### src/rtl/mmio_timer_pkg.sv
// mmio_timer_pkg: register map, CTRL fields, mode codes and FSM states shared by the timer
package mmio_timer_pkg;
   localparam logic [1:0] TMR_CTRL   = 2'd0;
   localparam logic [1:0] TMR_PRESET = 2'd1;
   localparam logic [1:0] TMR_COUNT  = 2'd2;
   localparam int CTRL_EN   = 0;
   localparam int CTRL_MODE = 1;
   localparam int CTRL_IM   = 3;
   localparam logic [1:0] TMR_ONESHOT = 2'b00;
   localparam logic [1:0] TMR_RELOAD  = 2'b01;
   typedef enum logic [1:0] {
      ST_IDLE = 2'd0,
      ST_LOAD = 2'd1,
      ST_CNT  = 2'd2,
      ST_INT  = 2'd3
   } tmr_state_t;
endpackage

### src/rtl/mmio_timer_fsm.sv
// timer_fsm: countdown state machine owning COUNT and the pending-interrupt flag
module timer_fsm
   import mmio_timer_pkg::*;
#(
   parameter int CNT_W = 32
) (
   input  logic             clk,
   input  logic             reset,
   input  logic             en,
   input  logic             reload,
   input  logic [CNT_W-1:0] preset,
   input  logic             wclr,
   output logic [CNT_W-1:0] count,
   output logic             irq_pend,
   output logic             en_clr
);
   tmr_state_t state, state_nxt;
   logic irq_set;
   // state register
   always_ff @(posedge clk or posedge reset)
      if (reset) state <= ST_IDLE;
      else state <= state_nxt;
   // next state: a count of 1 or 0 both expire so the counter never wraps
   always_comb begin
      state_nxt = state;
      case (state)
         ST_IDLE: state_nxt = en ? ST_LOAD : ST_IDLE;
         ST_LOAD: state_nxt = ST_CNT;
         ST_CNT:  state_nxt = !en ? ST_IDLE : (count > CNT_W'(1)) ? ST_CNT : ST_INT;
         ST_INT:  state_nxt = reload ? ST_LOAD : ST_IDLE;
         default: state_nxt = ST_IDLE;
      endcase
   end
   // outputs decoded from state: expiry raises the pend flag, one-shot expiry drops EN
   always_comb begin
      irq_set = state == ST_INT;
      en_clr  = state == ST_INT && !reload;
   end
   // COUNT: loaded in LOAD, decremented in CNT while enabled, held otherwise
   always_ff @(posedge clk or posedge reset)
      if (reset) count <= '0;
      else if (state == ST_LOAD) count <= preset;
      else if (state == ST_CNT && en) count <= (count > CNT_W'(1)) ? count - CNT_W'(1) : '0;
   // pending flag: a software write in the same cycle as expiry wins
   always_ff @(posedge clk or posedge reset)
      if (reset) irq_pend <= 1'b0;
      else if (wclr) irq_pend <= 1'b0;
      else if (irq_set) irq_pend <= 1'b1;
endmodule

### src/rtl/mmio_timer.sv
// mmio_timer: memory-mapped countdown timer (CTRL/PRESET/COUNT); TIMER_AUTORELOAD_EN enables auto-reload mode
module mmio_timer
   import mmio_timer_pkg::*;
#(
   parameter int CNT_W = 32
) (
   input  logic        clk,
   input  logic        reset,
   input  logic        sel,
   input  logic        we,
   input  logic [31:0] addr,
   input  logic [31:0] wdata,
   output logic [31:0] rdata,
   output logic        irq
);
   logic             en, im, irq_pend, en_clr, wr_ctrl, wr_pre;
   logic [1:0]       mode;
   logic [CNT_W-1:0] preset, count;
   logic             unused_addr;
   assign unused_addr = &{1'b0, addr[31:4], addr[1:0]};
   assign wr_ctrl = sel && we && addr[3:2] == TMR_CTRL;
   assign wr_pre  = sel && we && addr[3:2] == TMR_PRESET;
   assign irq     = im & irq_pend;
   // CTRL EN/IM: a CPU write outranks the FSM's one-shot EN clear
   always_ff @(posedge clk or posedge reset)
      if (reset) {en, im} <= 2'b00;
      else if (wr_ctrl) {en, im} <= {wdata[CTRL_EN], wdata[CTRL_IM]};
      else if (en_clr) en <= 1'b0;
`ifdef TIMER_AUTORELOAD_EN
   // CTRL MODE field
   always_ff @(posedge clk or posedge reset)
      if (reset) mode <= TMR_ONESHOT;
      else if (wr_ctrl) mode <= wdata[CTRL_MODE+:2];
`else
   assign mode = TMR_ONESHOT;
`endif
   // PRESET storage; a write mid-count only matters at the next LOAD
   always_ff @(posedge clk or posedge reset)
      if (reset) preset <= '0;
      else if (wr_pre) preset <= wdata[CNT_W-1:0];
   // read mux, independent of sel
   always_comb
      rdata = addr[3:2] == TMR_CTRL   ? {28'd0, im, mode, en} :
              addr[3:2] == TMR_PRESET ? 32'(preset) :
              addr[3:2] == TMR_COUNT  ? 32'(count) : 32'd0;
   timer_fsm #(.CNT_W(CNT_W)) u_fsm (
      .clk      (clk),
      .reset    (reset),
      .en       (en),
      .reload   (mode == TMR_RELOAD),
      .preset   (preset),
      .wclr     (wr_ctrl || wr_pre),
      .count    (count),
      .irq_pend (irq_pend),
      .en_clr   (en_clr)
   );
endmodule
### config.mk
export PLATFORM = sky130hd
export DESIGN_NAME = mmio_timer
export DESIGN_NICKNAME = d
export VERILOG_FILES = /design/src/rtl/mmio_timer_pkg.sv /design/src/rtl/mmio_timer_fsm.sv /design/src/rtl/mmio_timer.sv
export SDC_FILE = /design/constraint.sdc
export NUM_CORES = 1
export LEC_CHECK = 0
export BUFFER_PORTS_ARGS = -buffer_cell sky130_fd_sc_hd__buf_2
export CORE_MARGIN = 5
export CORE_UTILIZATION = 30
export DETAILED_ROUTE_END_ITERATION = 10
export PLACE_DENSITY_LB_ADDON = 0.25
export SLEW_MARGIN = 40
export SYNTH_ARGS = -nofsm -noshare
export SYNTH_HDL_FRONTEND = slang
export SYNTH_SLANG_ARGS = --single-unit
### constraint.sdc
create_clock -name clk -period 3.1 [get_ports clk]
set_clock_uncertainty 0.05 [all_clocks]
set_input_delay 0 -clock clk [delete_from_list [all_inputs] [get_ports clk]]
set_output_delay 0 -clock clk [all_outputs]
set_load 0.01 [all_outputs]
==> impl_metrics.prom <==
# TYPE chip_impl_metric gauge
chip_impl_info{name="run_status",value="finished, final reports clean"} 1
chip_impl_metric{name="worst_pin_slew",unit="ps"} 792
chip_impl_metric{name="synth_compound_gate_area_share",unit=""} 0.176
chip_impl_metric{name="dr.first_iter.drc_count",unit=""} 143
chip_impl_metric{name="antenna_found_initial",unit=""} 0
chip_impl_metric{name="layout-area-overhead-vs-synth",unit="%"} 34.3
chip_impl_metric{name="die_y",unit="µm"} 121
chip_impl_metric{name="final-hold-violation-count",unit=""} 0
chip_impl_metric{name="detailedPlacementHpwl",unit="µm"} 6920
chip_impl_info{name="startpoint_type",value="register"} 1
chip_impl_metric{name="synth.distinct_cells",unit=""} 48
chip_impl_info{name="final_cell_mix",value="70 x sky130_fd_sc_hd__buf_2, 69 x sky130_fd_sc_hd__dfrtp_1, 38 x sky130_fd_sc_hd__dlygate4sd3_1"} 1
chip_impl_metric{name="die_x",unit="µm"} 121
chip_impl_metric{name="layout.cell_area.non_filler",unit="µm²"} 4970
chip_impl_metric{name="async_flop_share",unit=""} 1.00
chip_impl_metric{name="detailroute.via_count",unit=""} 3267
chip_impl_metric{name="cts_made_buffers",unit=""} 9
chip_impl_metric{name="grt.overflow.total",unit=""} 0
chip_impl_metric{name="worst_setup_hold_path_clk_slew",unit="ps"} 60
chip_impl_metric{name="cts_setup_buffers",unit=""} 0
chip_impl_metric{name="mappedNetlistArea",unit="µm²"} 3700
chip_impl_metric{name="postSynthCellCount",unit=""} 360
chip_impl_metric{name="fin_setup_tns",unit="ps"} 0
chip_impl_metric{name="leakagePower",unit="µW"} 0.00217
chip_impl_metric{name="drt-total-wl",unit="µm"} 10100
chip_impl_metric{name="setup_viol",unit=""} 0
chip_impl_metric{name="drtAntennaViolNets",unit=""} 0
chip_impl_metric{name="report.final.slew_viol_count",unit=""} 0
chip_impl_metric{name="design.core.area",unit="µm²"} 12100
chip_impl_metric{name="postSynthRegisterBits",unit=""} 69
chip_impl_metric{name="fillers",unit=""} 1203
chip_impl_metric{name="max_freq",unit="MHz"} 399
chip_impl_metric{name="yosys.area_share.simple",unit=""} 0.170
chip_impl_metric{name="remaining_drc_errors",unit=""} 0
chip_impl_metric{name="grt_start_max_net_pins",unit=""} 45
chip_impl_info{name="clock-root-buffer",value="sky130_fd_sc_hd__clkbuf_16"} 1
chip_impl_metric{name="power.combinational.fraction",unit=""} 0.351
chip_impl_metric{name="power_switching_share",unit=""} 0.372
chip_impl_metric{name="io_pins",unit=""} 101
chip_impl_metric{name="floorplan.initialDensity",unit=""} 0.307
chip_impl_metric{name="syn_avg_cell_area",unit="µm²"} 10.3
chip_impl_metric{name="final.period_utilization",unit=""} 0.809
chip_impl_info{name="rsz0062_at_grt",value="false"} 1
chip_impl_metric{name="path_max_fanout",unit=""} 10
chip_impl_metric{name="count_of_input_and_output_buffers",unit=""} 70
chip_impl_metric{name="yosysSeqAreaShare",unit=""} 0.466
chip_impl_metric{name="routedWlPerCell",unit="µm"} 15.8
chip_impl_metric{name="post-route-min-period",unit="ps"} 2510
chip_impl_metric{name="cts_sinks",unit=""} 69
chip_impl_metric{name="fp-row-count",unit=""} 40
chip_impl_metric{name="fin_nets",unit=""} 541
chip_impl_info{name="ys_dominant_reg_cell",value="sky130_fd_sc_hd__dfrtp_1"} 1
chip_impl_metric{name="yosys_warnings",unit=""} 0
chip_impl_metric{name="holdBufCountCts",unit=""} 38
chip_impl_metric{name="synth_adder_area_share",unit=""} 0.00676
chip_impl_metric{name="drt-vias-per-instance",unit=""} 5.07
chip_impl_metric{name="vias_in_the_first_global_route",unit=""} 3406
chip_impl_metric{name="grt_first_pass_wirelength",unit="µm"} 17400
chip_impl_metric{name="global_route.usage.total",unit=""} 0.148
chip_impl_metric{name="post_cts.resized_instances",unit=""} 0
chip_impl_info{name="min-delay-path-class",value="in -> reg"} 1
chip_impl_metric{name="cts_max_path_buffers",unit=""} 2
chip_impl_metric{name="timing.slew.headroom",unit=""} 0.470
chip_impl_metric{name="power_frac_seq",unit=""} 0.388
chip_impl_metric{name="max_cap_violations",unit=""} 0
chip_impl_metric{name="synth_edf_count",unit=""} 0
chip_impl_metric{name="post_route_cells_drive_above_1_share",unit=""} 0.300
chip_impl_metric{name="power_density",unit="nW/µm²"} 821
chip_impl_metric{name="placedInstanceArea",unit="µm²"} 4280
chip_impl_metric{name="switching_power",unit="µW"} 1520
chip_impl_metric{name="post_synth_net_total",unit=""} 430
chip_impl_info{name="worst_setup_path_type",value="reg -> reg"} 1
chip_impl_info{name="tritoncts_clock_tree",value="built"} 1
chip_impl_metric{name="postLayoutCoreUtil",unit=""} 0.412
chip_impl_metric{name="clock_latency_on_the_worst_skew_pair",unit="ps"} 340
chip_impl_metric{name="synthMuxAreaShare",unit=""} 0.106
chip_impl_metric{name="synth_xor_area_frac",unit=""} 0.0473
chip_impl_metric{name="die_area",unit="µm²"} 14700
chip_impl_info{name="synth_top_family_by_area",value="compound AO/OA/AOI/OAI gates"} 1
chip_impl_metric{name="power.internal",unit="µW"} 2560
chip_impl_metric{name="htree_num_levels",unit=""} 3
chip_impl_metric{name="ir_drop_worst_case_vdd",unit="µV"} 333
chip_impl_metric{name="place.gp.congestion",unit=""} 0.844
chip_impl_info{name="final_common_cell",value="sky130_fd_sc_hd__buf_2"} 1
chip_impl_metric{name="clkPwrFrac",unit=""} 0.261
chip_impl_metric{name="antennaDiodeCount",unit=""} 0
chip_impl_info{name="end_kind",value="register"} 1
chip_impl_metric{name="cp.required",unit="ps"} 3260
chip_impl_metric{name="dr.pass1.iters",unit=""} 4
chip_impl_metric{name="crit_arrival",unit="ps"} 2670
-- kinds of logic after synthesis --
kind of cell             count (synthesis)
multiplexers                            35
AND/OR/NAND/NOR                        115
buffers and inverters                   26
XOR/XNOR                                20
AO/OA/AOI/OAI                           93
flip-flops                              69
adder cells (fa/ha/maj)                  2
-- layer usage --
metal  share of wire  vias up  global-route usage
met5               0        -                   0
met4           0.010        0              0.0482
met3           0.048        8              0.0340
met2            0.50       79               0.253
met1            0.44     1619               0.185
li1                -     1561                   -
-- cells in the mapped netlist, drive strengths merged (3+ instances only) --
cell | number | area, µm²
dfrtp | 69 | 1730
nand2 | 35 | 131
mux2 | 33 | 372
o21ai | 31 | 159
a22o | 30 | 263
nor2 | 17 | 63.8
clkbuf | 15 | 56.3
nor3 | 12 | 60.1
xnor2 | 10 | 87.6
xor2 | 10 | 87.6
a22oi | 8 | 60.1
nand3 | 8 | 40.0
a21oi | 7 | 35.0
nand4 | 7 | 43.8
inv | 6 | 22.5
nor4 | 6 | 43.8
and2 | 5 | 31.3
buf | 5 | 25.0
o311ai | 5 | 43.8
nor4b | 4 | 56.3
or4 | 4 | 37.5
a31oi | 3 | 18.8
nor2b | 3 | 18.8
o211ai | 3 | 22.5
or2 | 3 | 18.8
or3 | 3 | 18.8
-- registers in the layout, summed over array words and instances (netlist names) --
register        cells
u_fsm.count        32
preset             32
im                  1
u_fsm.irq_pend      1
en                  1
u_fsm.state         2
-- through the flow --
step	cells	hold slack, ps	power [µW]	setup WS (ps)
global placement	590	46.7	2950	655
global route	644	97.0	4390	388
detailed placement	590	43.4	2980	615
CTS	644	67.5	4130	594
finish	644	79.9	4080	591
floorplan	360	66.8	2500	864
-- worst max-delay path, cell delays in order (launching register included) --
cell,delay [ps]
sky130_fd_sc_hd__dfrtp_1,440
sky130_fd_sc_hd__or4_4,580
sky130_fd_sc_hd__nor4b_4,490
sky130_fd_sc_hd__nand3_1,300
sky130_fd_sc_hd__o21ai_2,210
sky130_fd_sc_hd__buf_4,190
sky130_fd_sc_hd__o21ai_0,110
-- worst paths after layout --
check | from | end | slack [ps] | cells after the start
hold / removal | addr[2] | im | 80 | 3
setup / recovery | u_fsm.count[8] | u_fsm.count[13] | 590 | 6
max in group asynchronous | reset | u_fsm.irq_pend | 1810 | 4
hold reg to reg | preset[19] | u_fsm.count[19] | 450 | 2
setup reg to reg | u_fsm.count[8] | u_fsm.count[13] | 590 | 6
min in group asynchronous | reset | preset[17] | 210 | 3
-- power groups by stage --
stage	Sequential, µW	Clock, µW	Combinational [µW]
floorplan	1480	0	1020
global placement	1580	0	1370
detailed placement	1590	0	1400
CTS	1580	1100	1450
global route	1630	1140	1620
finish	1580	1070	1430
-- area by class of cell --
class                   count  area (µm²)  area share
clock buffers              13         270      0.0543
clock inverters             3        42.5     0.00855
inverters                   6        22.5     0.00453
multi-input cells         265        1880       0.378
flip-flops and latches     69        1730       0.347
well taps                 168         210      0.0423
repair buffers            120         821       0.165
(Power assumes the default switching activity.)
